--- src/rtl/brick_pkg.sv ---
// Shared defaults, brick count and state encoding for the brick scan controller.
package brick_pkg;

  localparam int ROWS_DEF    = 3;
  localparam int COLS_DEF    = 8;
  localparam int BRICK_W_DEF = 80;
  localparam int BRICK_H_DEF = 50;
  localparam int BALL_R_DEF  = 3;

  localparam int NUM_BRICKS  = ROWS_DEF * COLS_DEF;

  typedef enum logic [2:0] {
    IDLE       = 3'd0,
    WAIT_FRAME = 3'd1,
    SCAN       = 3'd2,
    UPDATE     = 3'd3,
    WIN        = 3'd4
  } state_t;

endpackage

--- src/rtl/brick_overlap.sv ---
// Combinational box test between the latched ball and one brick, given as row/column.
module brick_overlap #(
  parameter int BRICK_W = 80,
  parameter int BRICK_H = 50,
  parameter int BALL_R  = 3,
  parameter int CW      = 3,
  parameter int RW      = 2
) (
  input  logic [CW-1:0] col,
  input  logic [RW-1:0] row,
  input  logic [9:0]    bx,
  input  logic [9:0]    by,
  output logic          overlap
);

  logic [10:0] x0, y0, bxe, bye;

  // Widened to 11 bits so the ball-radius and brick-extent sums cannot wrap
  assign x0  = 11'(col) * 11'(BRICK_W);
  assign y0  = 11'(row) * 11'(BRICK_H);
  assign bxe = {1'b0, bx};
  assign bye = {1'b0, by};

  assign overlap = (bxe + 11'(BALL_R) > x0)
                && (bxe < x0 + 11'(BRICK_W + BALL_R))
                && (bye + 11'(BALL_R) > y0)
                && (bye < y0 + 11'(BRICK_H + BALL_R));

endmodule

--- src/rtl/brick_scan_ctrl.sv ---
// Per-frame brick collision scanner: one brick per cycle, at most one strike per frame.
//   state      | meaning
//   IDLE       | waiting for start (active low)
//   WAIT_FRAME | waiting for frame_tick to latch the ball
//   SCAN       | testing brick idx against the latched ball
//   UPDATE     | strike recorded, bounce pulse
//   WIN        | every brick destroyed, locked until rst
module brick_scan_ctrl
  import brick_pkg::*;
#(
  parameter int ROWS    = ROWS_DEF,
  parameter int COLS    = COLS_DEF,
  parameter int BRICK_W = BRICK_W_DEF,
  parameter int BRICK_H = BRICK_H_DEF,
  parameter int BALL_R  = BALL_R_DEF
) (
  input  logic                 clk,
  input  logic                 rst,
  input  logic                 start,
  input  logic                 frame_tick,
  input  logic [9:0]           ballx,
  input  logic [9:0]           bally,
  output logic [ROWS*COLS-1:0] hit,
  output logic                 bounce,
  output logic [4:0]           hit_idx,
  output logic [4:0]           score,
  output logic                 win,
  output logic                 busy,
  output logic                 overrun
);

  localparam int NB = ROWS * COLS;
  localparam int RW = (ROWS > 1) ? $clog2(ROWS) : 1;
  localparam int CW = (COLS > 1) ? $clog2(COLS) : 1;

  state_t          state, state_nx;
  logic [9:0]      bx_q, by_q;
  logic [4:0]      idx;
  logic [RW-1:0]   row;
  logic [CW-1:0]   col;
  logic            overlap;
  logic            strike;
  logic            last;

  brick_overlap #(
    .BRICK_W (BRICK_W),
    .BRICK_H (BRICK_H),
    .BALL_R  (BALL_R),
    .CW      (CW),
    .RW      (RW)
  ) u_overlap (
    .col     (col),
    .row     (row),
    .bx      (bx_q),
    .by      (by_q),
    .overlap (overlap)
  );

  assign strike = (state == SCAN) && overlap && !hit[idx];
  assign last   = (idx == 5'(NB - 1));

  always_ff @(posedge clk) begin
    if (rst) state <= IDLE;
    else     state <= state_nx;
  end

  always_comb begin
    state_nx = state;
    bounce   = 1'b0;
    busy     = 1'b0;
    win      = 1'b0;
    case (state)
      IDLE:       if (!start) state_nx = WAIT_FRAME;
      WAIT_FRAME: if (frame_tick) state_nx = SCAN;
      SCAN: begin
        busy = 1'b1;
        if (strike)    state_nx = UPDATE;
        else if (last) state_nx = WAIT_FRAME;
      end
      UPDATE: begin
        busy     = 1'b1;
        bounce   = 1'b1;
        state_nx = (score == 5'(NB)) ? WIN : WAIT_FRAME;
      end
      WIN:     win = 1'b1;
      default: state_nx = IDLE;
    endcase
  end

  always_ff @(posedge clk) begin
    if (rst) begin
      bx_q    <= '0;
      by_q    <= '0;
      idx     <= '0;
      row     <= '0;
      col     <= '0;
      hit     <= '0;
      hit_idx <= '0;
      score   <= '0;
      overrun <= 1'b0;
    end else begin
      if (frame_tick && busy) overrun <= 1'b1;
      if (state == WAIT_FRAME && frame_tick) begin
        bx_q <= ballx;
        by_q <= bally;
        idx  <= '0;
        row  <= '0;
        col  <= '0;
      end else if (state == SCAN) begin
        if (strike) begin
          hit[idx] <= 1'b1;
          hit_idx  <= idx;
          score    <= score + 5'd1;
        end
        // Row/column walk alongside idx so no divide is needed
        idx <= idx + 5'd1;
        if (col == CW'(COLS - 1)) begin
          col <= '0;
          row <= row + RW'(1);
        end else begin
          col <= col + CW'(1);
        end
      end
    end
  end

endmodule
--- config.mk ---
export PLATFORM = sky130hd
export DESIGN_NAME = brick_scan_ctrl
export DESIGN_NICKNAME = d
export VERILOG_FILES = /design/src/rtl/brick_pkg.sv /design/src/rtl/brick_overlap.sv /design/src/rtl/brick_scan_ctrl.sv
export SDC_FILE = /design/constraint.sdc
export NUM_CORES = 1
export LEC_CHECK = 0
export BUFFER_PORTS_ARGS = -buffer_cell sky130_fd_sc_hd__buf_2
export CAP_MARGIN = 20
export CORE_ASPECT_RATIO = 1.75
export CORE_MARGIN = 5
export CORE_UTILIZATION = 57
export CTS_CLUSTER_SIZE = 30
export DETAILED_ROUTE_END_ITERATION = 16
export PLACE_DENSITY_LB_ADDON = 0.2
export SETUP_SLACK_MARGIN = 0.3
export SLEW_MARGIN = 5
export SYNTH_ARGS = -nofsm -noshare
export SYNTH_HDL_FRONTEND = slang
export SYNTH_SLANG_ARGS = --single-unit
export TNS_END_PERCENT = 50
--- constraint.sdc ---
create_clock -name clk -period 3.83 [get_ports clk]
set_clock_uncertainty 0.05 [all_clocks]
set_input_delay 0.383 -clock clk [delete_from_list [all_inputs] [get_ports clk]]
set_output_delay 0.383 -clock clk [all_outputs]
set_load 0.05 [all_outputs]
==> results.py, run 1 <==
metrics = {
    "run_status": {
        "status": "complete, no violations",
    },
    "finish": {
        "seq_area_um2": 1360,
        "design_area_um2": 4650,
        "multiInputGateArea_um2": 2450,
        "drive_gt1_frac": 0.184,
        "fillers": 562,
        "area_delta_synth_final_pct": 15.7,
        "diodes": 0,
        "finalNetCount": 577,
    },
    "cts": {
        "post_cts_buffers": 0,
        "cts_sinks": 68,
        "htree_levels": 3,
        "tritoncts": "done",
        "cts.repair.resized": 0,
        "numCtsBuffers": 9,
        "clk_latency_ns": 0.34,
        "cts.clk_slew.worst_paths_ns": 0.05,
        "clock_path_buffers": 2,
        "cts_hold_buf": 0,
        "cts-root-buf": "clkbuf_16",
    },
    "place": {
        "finalWeightedCongestion": 1.02,
        "port_buffers": 61,
        "place_area_um2": 4330,
        "dp_hpwl_um": 7310,
        "pre_cts_slack_ns": 0.383,
    },
    "global_route": {
        "grtUsageTotal": 0.234,
        "antenna_found_initial": 0,
        "grt_pass1_wl_um": 16200,
        "grt.overflow.total": 0,
        "grt_max_degree": 38,
        "first_global_vias": 3582,
    },
    "floorplanning": {
        "ios": 62,
        "dieArea_um2": 8900,
        "num_rows": 40,
        "die_y_um": 121,
        "die_w_um": 73.5,
        "initial_core_util": 0.586,
        "core_area_um2": 6860,
    },
    "sta": {
        "final_max_slew_viol_count": 0,
        "worst_hold_slack_ns": 0.229,
        "timing.final.hold_violations": 0,
        "setup_viol": 0,
        "max_clock_freq_ghz": 0.294,
        "rsz0062_at_grt": "true",
        "final.setup.worst_slack_ns": 0.424,
        "fin_crit_sh": 0.889,
        "max_slew_margin": 0.484,
        "min_period_ns": 3.41,
        "tns_ns": 0,
        "tightest_slew_ns": 0.773,
    },
    "drt": {
        "num_vias": 3494,
        "firstDrtPassIters": 4,
        "ant_nets": 0,
        "wirelength_um": 9800,
        "vias_per_cell": 5.82,
        "initialDrtViolationCount": 196,
        "drc": 0,
        "routedWlPerCell_um": 16.3,
    },
    "power_and_ir_drop": {
        "ir_worst_vdd_v": 0.000281,
        "p_switching_w": 0.000735,
        "switching_share": 0.320,
        "p_clk_frac": 0.388,
        "combPwrFrac": 0.253,
        "total_power_w": 0.00230,
        "p_int_w": 0.00156,
        "leakagePower_nw": 1.94,
        "powerDensity_nw_per_um2": 494,
        "seqPwrFrac": 0.360,
    },
    "synth": {
        "yosysTopAreaCell": "dfxtp_1",
        "synth-seq-area-share": 0.339,
        "yosys-top-cells-count": "nand2_1, dfxtp_1, ha_1, a21oi_1, nor2_1",
        "synth-async-reset-ratio": 0,
        "ys.warnings.count": 0,
        "ys_ff_latch": 68,
        "netlist_area_um2": 4020,
        "synth.most_common_cell": "nand2_1",
        "synth_cells": 458,
        "synth_nets": 524,
        "ys.flop_type": "dfxtp_1",
        "ys_types": 53,
        "synth_edf_count": 0,
        "synthTopCellsByArea": "dfxtp_1, ha_1, nand2_1",
        "synth_top_cell_area_share": 0.339,
        "synth_area_per_cell_um2": 8.77,
    },
    "worst_setup_path": {
        "worstPathMaxFanout": 32,
        "crit_path_start_kind": "flip-flop",
        "worstPathArrival_ns": 3.58,
        "critical_path_class": "reg -> reg",
        "cp-end-kind": "flip-flop",
        "cp.required_ns": 4.00,
    },
    "worst_hold_path": {
        "worst_hold_path_type": "in -> reg",
    },
    "flow_run": {
        "max_cap_violations": 0,
    },
}
-- power by group through the flow --
stage          registers [W]  clock network, W  logic [W]
2_1_floorplan       0.000846                 0   0.000437
3_3_place_gp        0.000840                 0   0.000554
3_5_place_dp        0.000841                 0   0.000569
4_1_cts             0.000826          0.000902   0.000582
5_1_grt             0.000835          0.000936   0.000648
6_report            0.000827          0.000891   0.000581
-- kinds of logic (layout without fill, tap and decap cells) --
kind of cell / count (synthesis) / count (layout) / synth area share
xor gates and xnor gates: 22 / 22 / 0.0479
DFF: 68 / 68 / 0.339
buffers and inverters: 44 / 102 / 0.0523
adders and majority gates: 42 / 42 / 0.131
AOI/OAI and AO/OA: 98 / 98 / 0.177
and+or+nand+nor: 164 / 164 / 0.194
muxes: 20 / 20 / 0.0598
-- registers in the layout (all words and copies together) (netlist names) --
name / cells
bx_q: 10
by_q: 10
col: 3
hit: 24
hit_idx: 5
idx: 5
overrun: 1
row: 2
score: 5
state: 3
-- area by class of cell --
type	instances	share of cell area
Sequential cell	68	0.293
Tap cell	84	0.0226
Multi-Input combinational cell	346	0.526
Inverter	21	0.0169
Timing Repair Buffer	65	0.0729
Clock buffer	12	0.0530
Clock inverter	4	0.0156
-- placed cells by master, fill, tap and decap left out, drive strengths merged, types with 3 or more instances in the layout --
master | Yosys | layout
nand2 | 79 | 79
dfxtp | 68 | 68
buf | 9 | 65
ha | 42 | 42
a21oi | 39 | 39
nor2 | 27 | 27
a32o | 24 | 24
inv | 21 | 21
clkbuf | 14 | 12
xor2 | 11 | 11
xnor2 | 11 | 11
nor2b | 10 | 10
mux2i | 9 | 9
mux2 | 9 | 9
nand3 | 8 | 8
o21ai | 8 | 8
nand2b | 7 | 7
nor3 | 6 | 6
nor4 | 6 | 6
nor3b | 5 | 5
a211oi | 4 | 4
o2111ai | 3 | 3
nand4 | 3 | 3
a21o | 3 | 3
a2111oi | 3 | 3
-- critical path: stages, from the launching register on --
cell	delay, ns
dfxtp_1	0.48
ha_1	0.35
nor3_1	0.16
a21oi_1	0.08
xor2_1	0.16
ha_1	0.19
or4_1	0.52
a21oi_1	0.17
o311ai_2	0.21
nor4_4	0.27
buf_6	0.30
mux2_1	0.35
-- metrics by stage --
stage | utilization | instances
after floorplan | - | 458
after global placement | 0.631 | 584
after detailed placement | 0.631 | 584
after CTS | 0.678 | 600
after global routing | 0.678 | 600
final | 0.678 | 600
-- final timing paths --
kind | slack, ns | end | cells after the start | startpoint
worst max register to register | 0.42 | score[0] | 11 | col[0]
worst max-delay path | 0.42 | score[0] | 11 | col[0]
worst min register to register | 0.40 | hit_idx[1] | 2 | hit_idx[1]
worst min-delay path | 0.23 | bx_q[1] | 3 | ballx[1]
-- routing by layer --
| metal | global-route usage | routed length, um | up-vias |
|---|---|---|---|
| met5 | 0 | 0 | - |
| met2 | 0.429 | 5440 | 90 |
| met3 | 0.0564 | 474 | 27 |
| met1 | 0.238 | 3550 | 1636 |
| li1 | - | - | 1741 |
| met4 | 0.109 | 327 | 0 |
Note: power is estimated with default switching activity, not from simulation.
==> run 2: changes to the inputs <==
--- a/config.mk
+++ b/config.mk
@@ -12,7 +12,7 @@
 export CORE_UTILIZATION = 57
 export CTS_CLUSTER_SIZE = 30
 export DETAILED_ROUTE_END_ITERATION = 16
-export PLACE_DENSITY_LB_ADDON = 0.2
+export PLACE_DENSITY = 0.86
 export SETUP_SLACK_MARGIN = 0.3
 export SLEW_MARGIN = 5
 export SYNTH_ARGS = -nofsm -noshare
==> results.py, run 2 (synthesized netlist as in run 1, its figures left out) <==
metrics = {
    "sta": {
        "fin_crit_sh": 0.866,
        "rsz0062_at_grt": "false",
        "timing.final.hold_violations": 0,
        "max_clock_freq_ghz": 0.302,
        "min_period_ns": 3.32,
        "max_slew_margin": 0.483,
        "worst_hold_slack_ns": 0.229,
        "final_max_slew_viol_count": 0,
        "tightest_slew_ns": 0.774,
        "tns_ns": 0,
        "setup_viol": 0,
    },
    "power_and_ir_drop": {
        "leakagePower_nw": 1.97,
        "total_power_w": 0.00238,
        "ir_worst_vdd_v": 0.000310,
        "powerDensity_nw_per_um2": 505,
    },
    "worst_setup_path": {
        "crit_path_start_kind": "flip-flop",
        "cp-end-kind": "flip-flop",
        "worstPathArrival_ns": 3.49,
        "worstPathMaxFanout": 32,
        "critical_path_class": "reg -> reg",
        "cp.required_ns": 4.00,
        "r2r_slack_ns": 0.51,
    },
    "cts": {
        "clk_latency_ns": 0.34,
        "numCtsBuffers": 9,
        "cts_sinks": 68,
        "tritoncts": "done",
        "cts-root-buf": "clkbuf_16",
        "cts.clk_slew.worst_paths_ns": 0.06,
        "cts_hold_buf": 0,
        "clock_path_buffers": 2,
        "htree_levels": 3,
    },
    "global_route": {
        "antenna_found_initial": 0,
        "grtUsageTotal": 0.228,
        "grt_max_degree": 39,
        "grt_pass1_wl_um": 15900,
        "first_global_vias": 3526,
        "grt.overflow.total": 0,
    },
    "finish": {
        "top_regs": "hit (24), bx_q (10), by_q (10)",
        "seq_area_um2": 1360,
        "fillers": 547,
        "diodes": 0,
        "layout_common_cells": "nand2_1, dfxtp_1, buf_2",
        "design_area_um2": 4710,
        "largest_reg_flops": 24,
        "top_register": "hit",
        "finalNetCount": 578,
        "mostFrequentLayoutCell": "nand2_1",
        "drive_gt1_frac": 0.191,
        "fin_cells": 601,
        "area_delta_synth_final_pct": 17.1,
        "multiInputGateArea_um2": 2450,
    },
    "run_status": {
        "status": "complete, no violations",
    },
    "floorplanning": {
        "ios": 62,
        "die_w_um": 73.5,
        "core_area_um2": 6860,
        "num_rows": 40,
        "die_y_um": 121,
        "dieArea_um2": 8900,
        "initial_core_util": 0.586,
    },
    "drt": {
        "ant_nets": 0,
        "vias_per_cell": 5.99,
        "drc": 0,
        "firstDrtPassIters": 5,
        "wirelength_um": 9860,
        "initialDrtViolationCount": 332,
        "routedWlPerCell_um": 16.4,
        "num_vias": 3600,
    },
    "place": {
        "dp_hpwl_um": 7100,
        "place_area_um2": 4330,
        "port_buffers": 61,
        "finalWeightedCongestion": 0.953,
        "place_inst": 582,
    },
    "worst_hold_path": {
        "worst_hold_path_type": "in -> reg",
    },
    "flow_run": {
        "max_cap_violations": 0,
    },
}
-- run 2: layout make-up --
type / count / area share
Tap cell: 84 / 0.0223
Clock inverter: 4 / 0.0149
Clock buffer: 12 / 0.0566
Multi-Input combinational cell: 346 / 0.520
Sequential cell: 68 / 0.290
Inverter: 21 / 0.0168
Timing Repair Buffer: 66 / 0.0798
-- run 2: final timing paths --
path               from    endpoint  cells past startpoint
max              col[2]    score[0]                     11
min            ballx[5]     bx_q[5]                      3
max reg2reg      col[2]    score[0]                     11
min reg2reg  hit_idx[4]  hit_idx[4]                      2
-- run 2: routing by layer --
metal | up-vias | share of wire | track usage | wire length (um)
li1 | 1747 | - | - | -
met1 | 1690 | 0.37 | 0.236 | 3630
met2 | 120 | 0.54 | 0.395 | 5280
met3 | 43 | 0.048 | 0.0547 | 475
met4 | 0 | 0.048 | 0.146 | 473
met5 | - | 0 | 0 | 0
-- run 2: stage by stage --
step | util | setup slack (ns)
final | 0.686 | 0.514
after CTS | 0.680 | 0.475
after detailed placement | 0.631 | 0.478
after global placement | 0.631 | 0.611
after floorplan | - | 0.836
after global routing | 0.686 | 0.226
-- run 2: worst max-delay path: stages (launching register included) --
cell,delay (ns)
dfxtp_1,0.44
ha_1,0.33
nor3_1,0.16
a21oi_1,0.08
xor2_1,0.16
ha_1,0.20
or4_1,0.52
a21oi_1,0.18
o311ai_2,0.21
nor4_4,0.31
buf_12,0.24
mux2_1,0.33
-- run 2: power breakdown --
part	internal, W	switching [W]	total, W
clock	0.000621	0.000311	0.000931
combinational	0.000240	0.000369	0.000609
sequential	0.000758	0.0000798	0.000838
-- run 2: what timing repair did --
action	4_1_cts	5_1_grt
endpoints found under the setup margin	0	24
gates resized for setup	0	1
buffers inserted	0	2
==> run 3: changes to the inputs <==
--- a/config.mk
+++ b/config.mk
@@ -9,10 +9,10 @@
 export CAP_MARGIN = 20
 export CORE_ASPECT_RATIO = 1.75
 export CORE_MARGIN = 5
-export CORE_UTILIZATION = 57
+export CORE_UTILIZATION = 52
 export CTS_CLUSTER_SIZE = 30
 export DETAILED_ROUTE_END_ITERATION = 16
-export PLACE_DENSITY = 0.86
+export PLACE_DENSITY = 0.83
 export SETUP_SLACK_MARGIN = 0.3
 export SLEW_MARGIN = 5
 export SYNTH_ARGS = -nofsm -noshare
==> constraint.sdc (replaced) <==
create_clock -name clk -period 2.8 [get_ports clk]
set_clock_uncertainty 0.05 [all_clocks]
set_input_delay 0.28 -clock clk [delete_from_list [all_inputs] [get_ports clk]]
set_output_delay 0.28 -clock clk [all_outputs]
set_load 0.05 [all_outputs]
==> results.py, run 3 (synthesized netlist as in run 1, its figures left out) <==
metrics = {
    "worst_setup_path": {
        "cp.required_ns": 3.01,
        "r2r_slack_ns": -0.18,
        "rr_endpoint": "score[1]",
        "max_stage_delay_ns": 0.51,
        "rr_startpoint": "col[0]",
        "path_cells": "ha_4 -> and2_4 -> ha_4 -> xnor2_2 -> ha_2 -> or4_4 -> a21oi_4 -> o311ai_4 -> nor4_4 -> buf_6 -> buf_6 -> mux2i_1",
        "crit_path_start_kind": "flip-flop",
        "worstPathMaxFanout": 5,
        "worstPathArrival_ns": 3.19,
        "cp_num_buf_inv": 2,
        "cp-end-kind": "flip-flop",
        "worstRegToRegCells": 12,
        "critical_path.top_delay_family": "simple AND/OR/NAND/NOR gates",
        "critical_path_class": "reg -> reg",
        "cp_slowest_cell": "or4_4",
    },
    "global_route": {
        "grt_max_degree": 36,
        "antenna_found_initial": 0,
        "grt_pass1_wl_um": 17700,
        "grtUsageTotal": 0.225,
        "first_global_vias": 3845,
        "grt.overflow.total": 0,
    },
    "cts": {
        "cts-root-buf": "clkbuf_16",
        "cts.clk_slew.worst_paths_ns": 0.05,
        "clk_latency_ns": 0.34,
        "tritoncts": "done",
        "clock_path_buffers": 2,
        "htree_levels": 3,
        "cts_sinks": 68,
        "cts_hold_buf": 0,
        "numCtsBuffers": 9,
    },
    "drt": {
        "vias_per_cell": 5.84,
        "initialDrtViolationCount": 156,
        "ant_nets": 0,
        "num_vias": 3784,
        "wirelength_um": 11100,
        "firstDrtPassIters": 4,
        "routedWlPerCell_um": 17.2,
        "drc": 0,
    },
    "finish": {
        "diodes": 0,
        "layout_common_cells": "nand2_1, buf_2, dfxtp_1",
        "mostFrequentLayoutCell": "nand2_1",
        "drive_gt1_frac": 0.341,
        "top_regs": "hit (24), bx_q (10), by_q (10)",
        "fin_util": 0.694,
        "finalNetCount": 622,
        "largest_reg_flops": 24,
        "top_register": "hit",
        "fillers": 601,
        "area_delta_synth_final_pct": 30.6,
    },
    "run_status": {
        "violations": "setup timing",
        "status": "finished, violations left",
    },
    "place": {
        "port_buffers": 61,
        "dp_hpwl_um": 7940,
        "finalWeightedCongestion": 0.945,
    },
    "worst_hold_path": {
        "hold_depth": 3,
        "min-delay-start": "bally[3]",
        "worst_hold_path_type": "in -> reg",
        "whs_endpoint": "by_q[3]",
    },
    "sta": {
        "max_slew_margin": 0.547,
        "tightest_slew_ns": 0.678,
        "final.setup.worst_slack_ns": -0.181,
        "setup_viol": 34,
        "worst_hold_slack_ns": 0.119,
        "min_period_ns": 2.98,
        "tns_ns": -4.54,
        "fin_crit_sh": 1.06,
        "final_max_slew_viol_count": 0,
        "max_clock_freq_ghz": 0.335,
        "rsz0062_at_grt": "true",
        "timing.final.hold_violations": 0,
    },
    "floorplanning": {
        "ios": 62,
        "die_y_um": 126,
        "num_rows": 42,
        "die_w_um": 76.5,
        "core_area_um2": 7570,
        "initial_core_util": 0.531,
        "dieArea_um2": 9660,
    },
    "power_and_ir_drop": {
        "total_power_w": 0.00331,
        "ir_worst_vdd_v": 0.000440,
        "powerDensity_nw_per_um2": 631,
        "leakagePower_nw": 2.24,
    },
    "flow_run": {
        "max_cap_violations": 0,
    },
}
[run 3: cell count changes in the layout (fill, tap and decap cells not counted), sizes merged]
cell,before,now
clkinv,2,3
inv,21,22
buf,66,108
bufinv,2,0
clkbuf,12,13
[run 3: tightest hold or removal path, cell delays in order]
cell	delay (ns)
buf_2	0.09
nand2_1	0.04
a21oi_1	0.05
[run 3: stage by stage]
step / worst slack (ns) / std cells / instance area, um2
floorplan: 0.0247 / 458 / 4120
global placement: -0.0632 / 625 / 4720
detailed placement: -0.149 / 625 / 4720
CTS: -0.116 / 642 / 5070
global route: -0.284 / 648 / 5250
finish: -0.181 / 648 / 5250
[run 3: how the worst max path moves through the flow]
stage,slack [ns],depth (start not counted),startpoint,endpoint
after floorplan,0.02,10,col[2],score[0]
after global placement,-0.06,9,row[1],score[2]
after detailed placement,-0.15,11,col[0],score[1]
after CTS,-0.12,11,col[0],score[1]
after global routing,-0.28,12,col[0],hit_idx[4]
final,-0.18,12,col[0],score[1]
[run 3: metal layers]
layer  GRT usage  wire, um
met1       0.220      3890
met2       0.429      6210
met3      0.0560       561
met4       0.107       469
met5           0         0
[run 3: where the power goes]
group / switching (W) / internal, W
logic: 0.000614 / 0.000493
clock network: 0.000414 / 0.000667
registers: 0.0000851 / 0.00104
total: 0.00111 / 0.00220
[run 3: area by class of cell]
type / instances / area (um2) / area share
multi-input combinational: 346 / 2660 / 0.506
clock inverter: 4 / 21.3 / 0.00405
tap: 88 / 110 / 0.0210
clock buffer: 11 / 264 / 0.0503
inverter: 21 / 81.3 / 0.0155
timing repair buffer: 110 / 728 / 0.139
sequential: 68 / 1390 / 0.264
[run 3: what timing repair did]
| item | in CTS | in global routing |
|---|---|---|
| cloned | 0 | 2 |
| endpoints found under the setup margin | 36 | 36 |
| pin swaps | 12 | 12 |
| buffers inserted | 2 | 4 |
| gates resized for setup | 11 | 29 |
